$ cat src/rtl/acia_bus_arbiter.sv
// acia_bus_arbiter
// Two requesters share one ACIA register port: m0 (CPU bus bridge) and
// m1 (monitor/message streamer). Arbitration is round-robin. Every granted
// access produces exactly one single-cycle acia_en strobe, because reading
// the data register pops the ACIA receive FIFO. An owner may hold a lock to
// run atomic sequences; a watchdog forces release if it idles too long.
//
// Ports
//   clk, rst                 system clock, async active-low reset
//   mN_req/lock/we/rs/din    requester N access request and fields
//   mN_ack, mN_rdata         requester N completion pulse and read data
//   acia_en/we/rs/din        ACIA register port strobe, direction, address, data
//   acia_dout                ACIA read data (combinational from the ACIA)
//   owner                    00 none, 01 m0, 10 m1
//   lock_timeout             one-cycle pulse on watchdog release
//
// state    | meaning
// ---------+-----------------------------------------------------------
// S_IDLE   | no owner; grant a pending request (priority master on a tie)
// S_ACCESS | acia_en strobe for the captured access; sample acia_dout
// S_ACK    | ack the owner; keep ownership if its lock is high
// S_LOCKED | only the owner may issue; watchdog counts idle cycles
module acia_bus_arbiter #(
  parameter int LOCK_TIMEOUT = 1024,
  parameter bit RESET_PRIO   = 1'b0
) (
  input  logic       clk,
  input  logic       rst,
  input  logic       m0_req,
  input  logic       m0_lock,
  input  logic       m0_we,
  input  logic [1:0] m0_rs,
  input  logic [7:0] m0_din,
  output logic       m0_ack,
  output logic [7:0] m0_rdata,
  input  logic       m1_req,
  input  logic       m1_lock,
  input  logic       m1_we,
  input  logic [1:0] m1_rs,
  input  logic [7:0] m1_din,
  output logic       m1_ack,
  output logic [7:0] m1_rdata,
  output logic       acia_en,
  output logic       acia_we,
  output logic [1:0] acia_rs,
  output logic [7:0] acia_din,
  input  logic [7:0] acia_dout,
  output logic [1:0] owner,
  output logic       lock_timeout
);

  typedef enum logic [1:0] {
    S_IDLE   = 2'd0,
    S_ACCESS = 2'd1,
    S_ACK    = 2'd2,
    S_LOCKED = 2'd3
  } state_t;

  localparam int TW     = (LOCK_TIMEOUT < 2) ? 1 : $clog2(LOCK_TIMEOUT + 1);
  localparam int TC_INT = (LOCK_TIMEOUT == 0) ? 0 : LOCK_TIMEOUT - 1;
  localparam logic [TW-1:0] TIMER_TC = TW'(TC_INT);

  state_t          state_q, state_d;
  logic            prio_q, prio_d;   // 0 = m0 wins a tie, 1 = m1 wins
  logic            own_q, own_d;     // current owner index, meaningful outside S_IDLE
  logic [TW-1:0]   timer_q, timer_d;
  logic            we_q;
  logic [1:0]      rs_q;
  logic [7:0]      din_q;
  logic [7:0]      rdata0_q, rdata1_q;
  logic            capture;
  logic            own_req, own_lock;
  logic            sel_we;
  logic [1:0]      sel_rs;
  logic [7:0]      sel_din;

  assign own_req  = own_q ? m1_req  : m0_req;
  assign own_lock = own_q ? m1_lock : m0_lock;

  // Capture always takes the fields of the master being (re)granted.
  assign sel_we  = own_d ? m1_we  : m0_we;
  assign sel_rs  = own_d ? m1_rs  : m0_rs;
  assign sel_din = own_d ? m1_din : m0_din;

  always_comb begin
    state_d      = state_q;
    prio_d       = prio_q;
    own_d        = own_q;
    timer_d      = timer_q;
    capture      = 1'b0;
    lock_timeout = 1'b0;
    case (state_q)
      S_IDLE: begin
        if (m0_req || m1_req) begin
          own_d   = (m0_req && m1_req) ? prio_q : m1_req;
          capture = 1'b1;
          state_d = S_ACCESS;
        end
      end
      S_ACCESS: begin
        state_d = S_ACK;
      end
      S_ACK: begin
        if (own_lock) begin
          state_d = S_LOCKED;
          timer_d = '0;
        end else begin
          state_d = S_IDLE;
          prio_d  = ~own_q;
        end
      end
      S_LOCKED: begin
        if (own_req) begin
          capture = 1'b1;
          state_d = S_ACCESS;
          timer_d = '0;
        end else if (!own_lock) begin
          state_d = S_IDLE;
          prio_d  = ~own_q;
        end else if ((LOCK_TIMEOUT != 0) && (timer_q == TIMER_TC)) begin
          state_d      = S_IDLE;
          prio_d       = ~own_q;
          lock_timeout = 1'b1;
        end else if (timer_q != {TW{1'b1}}) begin
          timer_d = timer_q + 1'b1;
        end
      end
      default: state_d = S_IDLE;
    endcase
  end

  always_ff @(posedge clk or negedge rst) begin
    if (!rst) begin
      state_q  <= S_IDLE;
      prio_q   <= RESET_PRIO;
      own_q    <= 1'b0;
      timer_q  <= '0;
      we_q     <= 1'b0;
      rs_q     <= 2'b00;
      din_q    <= 8'h00;
      rdata0_q <= 8'h00;
      rdata1_q <= 8'h00;
    end else begin
      state_q <= state_d;
      prio_q  <= prio_d;
      own_q   <= own_d;
      timer_q <= timer_d;
      if (capture) begin
        we_q  <= sel_we;
        rs_q  <= sel_rs;
        din_q <= sel_din;
      end
      if (state_q == S_ACCESS) begin
        if (own_q) rdata1_q <= we_q ? 8'h00 : acia_dout;
        else       rdata0_q <= we_q ? 8'h00 : acia_dout;
      end
    end
  end

  assign acia_en  = (state_q == S_ACCESS);
  assign acia_we  = (state_q == S_ACCESS) && we_q;
  assign acia_rs  = rs_q;
  assign acia_din = din_q;
  assign m0_ack   = (state_q == S_ACK) && !own_q;
  assign m1_ack   = (state_q == S_ACK) &&  own_q;
  assign m0_rdata = rdata0_q;
  assign m1_rdata = rdata1_q;
  assign owner    = (state_q == S_IDLE) ? 2'b00 : (own_q ? 2'b10 : 2'b01);

endmodule

$ cat config.mk
export PLATFORM = sky130hd
export DESIGN_NAME = acia_bus_arbiter
export DESIGN_NICKNAME = d
export VERILOG_FILES = /design/src/rtl/acia_bus_arbiter.sv
export SDC_FILE = /design/constraint.sdc
export NUM_CORES = 1
export LEC_CHECK = 0
export BUFFER_PORTS_ARGS = -buffer_cell sky130_fd_sc_hd__buf_4
export CAP_MARGIN = 20
export CORE_MARGIN = 2
export CORE_UTILIZATION = 40
export CTS_CLUSTER_DIAMETER = 120
export DETAILED_ROUTE_END_ITERATION = 7
export PLACE_DENSITY = 0.69
export SLEW_MARGIN = 20
export SYNTH_ARGS = -nofsm -noshare
export SYNTH_HDL_FRONTEND = slang
export SYNTH_SLANG_ARGS = --single-unit
$ cat constraint.sdc
create_clock -name clk -period 2.6 [get_ports clk]
set_input_delay 0.39 -clock clk [delete_from_list [all_inputs] [get_ports clk]]
set_output_delay 0.39 -clock clk [all_outputs]
set_load 0.03 [all_outputs]
==> impl_metrics.ini <==
[synth]
yosys.area_share.xor_xnor = 0
synth_warnings = 0
syn-cell-area_mm2 = 0.00226
compound_cell_area_share_of_the_yosys_netlist = 0.173
postSynthCellCount = 218
synthesis.area_per_instance_um2 = 10.4
synth_seq_area_share = 0.465
number_of_distinct_library_cell_variants_in_the_gate_level_netlist_after_synthesis = 43
synth-edff-count = 0
synth_flop_cell = sky130_fd_sc_hd__dfrtp_1
yosys.area.top_type_share = 0.465
post-synth-top-area-cell = sky130_fd_sc_hd__dfrtp_1
netlist_top_cells_area = sky130_fd_sc_hd__dfrtp_1 (47%), sky130_fd_sc_hd__mux2_1 (6.0%), sky130_fd_sc_hd__mux2_2 (5.5%)
synth_async_reset_ratio = 1.00
synth_adder_area_share = 0.0277
synthMuxAreaShare = 0.157
synth.net_count = 259
synthSimpleGateAreaFrac = 0.143
dominant_combinational_cell_family_by_area_after_synthesis = compound AO/OA/AOI/OAI gates
synth.ff_latch_count = 42

[worst_setup_path]
rr_endpoint = acia_din[7]$_DFFE_PN0P_
r2r.worst_path.cells = 7
cp_num_cells = 5
r2r_start = state_q[0]$_DFFE_PN0P_
timing.critical_path.required_ns = 2.21
rrSetupSlack_ns = 0.53
crit_fanout = 6
critical_path.max_stage_delay_ns = 0.43
worstSetupStartpointType = flip-flop
crit_buf_inv = 1
endpoint = lock_timeout
worst_setup_path_end_kind = primary output
crit_start = timer_q[0]$_DFFE_PN0P_
crit_chain = ha_1, nand3_1, nor4_1, nor2b_1, buf_4
largest_delay_contributor_family_on_the_critical_path = simple AND/OR/NAND/NOR gates
timing.setup.critical_path_class = reg2out
slowest_stage = sky130_fd_sc_hd__dfrtp_1
timing.critical_path.arrival_ns = 1.92

[timing]
count_of_endpoints_failing_setup_in_the_final_report = 0
setup-tns-final_ns = 0
worst_hold_slack_ns = 0.0716
finalClockSkew_ns = 0.00563
period_minus_slack_ns = 2.31
timing.final.crit_share = 0.890
hold_violations = 0
rsz0062_at_grt = false
timing.final.max_slew_violations = 0
fmax_ghz = 0.432
post-route-worst-setup-slack_ns = 0.286
max_slew_margin = 0.634
tightest_slew_ns = 0.549

[floorplan]
initial_utilization = 0.413
boundaryPins = 69
fp-row-count = 27
core_mm2 = 0.00547
die_h_um = 79.2
die_x_um = 79.2
die_area_mm2 = 0.00627

[pwr]
total_switching_power_mw = 1.55
worst_ir_drop_vdd_v = 0.000607
power.switching_fraction = 0.441
p_leak_nw = 1.33
power_frac_clock = 0.147
p_int_mw = 1.97
power.share.combinational = 0.554
power.density_mw_per_mm2 = 1190
p_total_mw = 3.51
sequentialPowerShare = 0.299

[clock_network]
clk_path_buf_depth = 2
numCtsBuffers = 5
post_cts.resized_instances = 0
cts-hold-fix-buffers = 0
cts.clk_slew.worst_paths_ns = 0.08
insertion_delay_ns = 0.29
tritoncts = yes
cts.repair_timing.setup_buffer_count = 0
cts.sink_count = 42
cts_root_buffer = sky130_fd_sc_hd__clkbuf_8
h-tree-depth = 2

[global_routing]
grt.overflow.total = 0
global_route.usage.total = 0.170
antenna_found_initial = 0
wire_length_of_the_first_global_routing_pass_um = 8410
pin_count_of_the_biggest_net_entering_global_routing = 43
grt_pass1_vias = 1779

[final_layout]
relative_area_change_from_synthesis_to_final_layout_pct = 30.5
num_antenna_cells = 0
final_util = 0.539
non_filler_instance_count_after_layout = 361
drive_above_1_share = 0.339
final_net_count = 329
design_area_mm2 = 0.00295

[drt]
detail_route.drc_violations = 0
final_antenna_net_count = 0
drt_first_iter_violations = 121
detail_route.first_pass.iterations = 4
dr_total_vias = 1885
post_drt_wl_per_cell_um = 14.1
routed_via_density = 5.22
wirelength_um = 5080

[placement]
place.port_buffers = 68
dp.final_hpwl_um = 3680
gp_congestion = 0.896
postPlaceCellArea_mm2 = 0.00284
worst_setup_timing_slack_at_the_placement_stage_ns = 0.529
place_inst = 353

[job]
timing.max_cap.violations = 0

[min_path]
worstHoldPathType = in2async

[outcome]
run_status = finished, final reports clean
-- layer usage --
layer	wire length, µm	share of wire	track usage
met5	0	0	0
met4	67	0.013	0.0569
met3	327	0.064	0.0375
met2	2450	0.48	0.271
met1	2240	0.44	0.230
-- final cells by class --
class / count / area, µm²
repair buffers: 72 / 541
well taps: 72 / 90.1
clock buffers: 6 / 72.6
multi-input cells: 160 / 1130
fillers: 524 / 2520
flip-flops and latches: 42 / 1050
clock inverters: 2 / 37.5
inverters: 7 / 26.3
-- how the worst min path moves through the flow --
stage / start / to / cells after the start
4_1_cts: rst / acia_din[7]$_DFFE_PN0P_ / 1
6_report: rst / timer_q[2]$_DFFE_PN0P_ / 1
3_5_place_dp: rst / timer_q[3]$_DFFE_PN0P_ / 1
3_3_place_gp: rst / timer_q[4]$_DFFE_PN0P_ / 1
2_1_floorplan: rst / acia_din[0]$_DFFE_PN0P_ / 0
5_1_grt: rst / timer_q[4]$_DFFE_PN0P_ / 1
-- sequential cells by signal, indices dropped and copies added, names as in the netlist --
name	flops
we_q	1
state_q	2
acia_rs	2
m1_rdata	8
prio_q	1
acia_din	8
own_q	1
m0_rdata	8
timer_q	11
-- logic make-up (layout without fill, tap and decap cells) --
kind of cell / count (synthesis) / in the layout
simple gates: 63 / 63
compound gates: 60 / 60
flops: 42 / 42
mux: 32 / 32
buf+inv: 16 / 87
fa+ha+maj: 5 / 5
-- placed cells by master, fill, tap and decap left out, types with 5 or more instances in the layout --
master / count
sky130_fd_sc_hd__mux2_2: 11
sky130_fd_sc_hd__mux2i_1: 8
sky130_fd_sc_hd__buf_4: 72
sky130_fd_sc_hd__mux2_1: 12
sky130_fd_sc_hd__a21oi_1: 8
sky130_fd_sc_hd__a211oi_1: 5
sky130_fd_sc_hd__ha_1: 5
sky130_fd_sc_hd__o21bai_1: 7
sky130_fd_sc_hd__nand2b_1: 9
sky130_fd_sc_hd__o21ai_0: 24
sky130_fd_sc_hd__clkbuf_8: 5
sky130_fd_sc_hd__nand3_1: 6
sky130_fd_sc_hd__inv_1: 7
sky130_fd_sc_hd__dfrtp_1: 42
sky130_fd_sc_hd__nor2_1: 7
sky130_fd_sc_hd__nand2_1: 22
-- Yosys cell counts (2+ instances only) --
library cell                instances
sky130_fd_sc_hd__clkbuf_1           2
sky130_fd_sc_hd__dfrtp_1           42
sky130_fd_sc_hd__mux2i_1            8
sky130_fd_sc_hd__inv_1              7
sky130_fd_sc_hd__and4_1             2
sky130_fd_sc_hd__o2111ai_1          2
sky130_fd_sc_hd__or3_1              2
sky130_fd_sc_hd__mux2_1            12
sky130_fd_sc_hd__a21oi_1            8
sky130_fd_sc_hd__nor2_1             7
sky130_fd_sc_hd__nor4_1             2
sky130_fd_sc_hd__or2_2              2
sky130_fd_sc_hd__a211oi_1           5
sky130_fd_sc_hd__nand2b_1           9
sky130_fd_sc_hd__nor2b_1            3
sky130_fd_sc_hd__o21bai_1           7
sky130_fd_sc_hd__nand2_1           22
sky130_fd_sc_hd__mux2_2            11
sky130_fd_sc_hd__and2_1             2
sky130_fd_sc_hd__buf_2              5
sky130_fd_sc_hd__o21ai_0           24
sky130_fd_sc_hd__a32oi_1            2
sky130_fd_sc_hd__ha_1               5
sky130_fd_sc_hd__nand3_1            6
sky130_fd_sc_hd__o21ai_1            3
-- power groups by stage --
stage	sequential, mW	clock, mW	combinational, mW
final	1.05	0.515	1.95
after global routing	1.08	0.559	2.12
after CTS	1.06	0.533	1.97
after detailed placement	1.07	0	1.97
after global placement	1.06	0	1.93
after floorplan	1.37	0	1.04
Note: power is estimated with default switching activity, not from simulation.
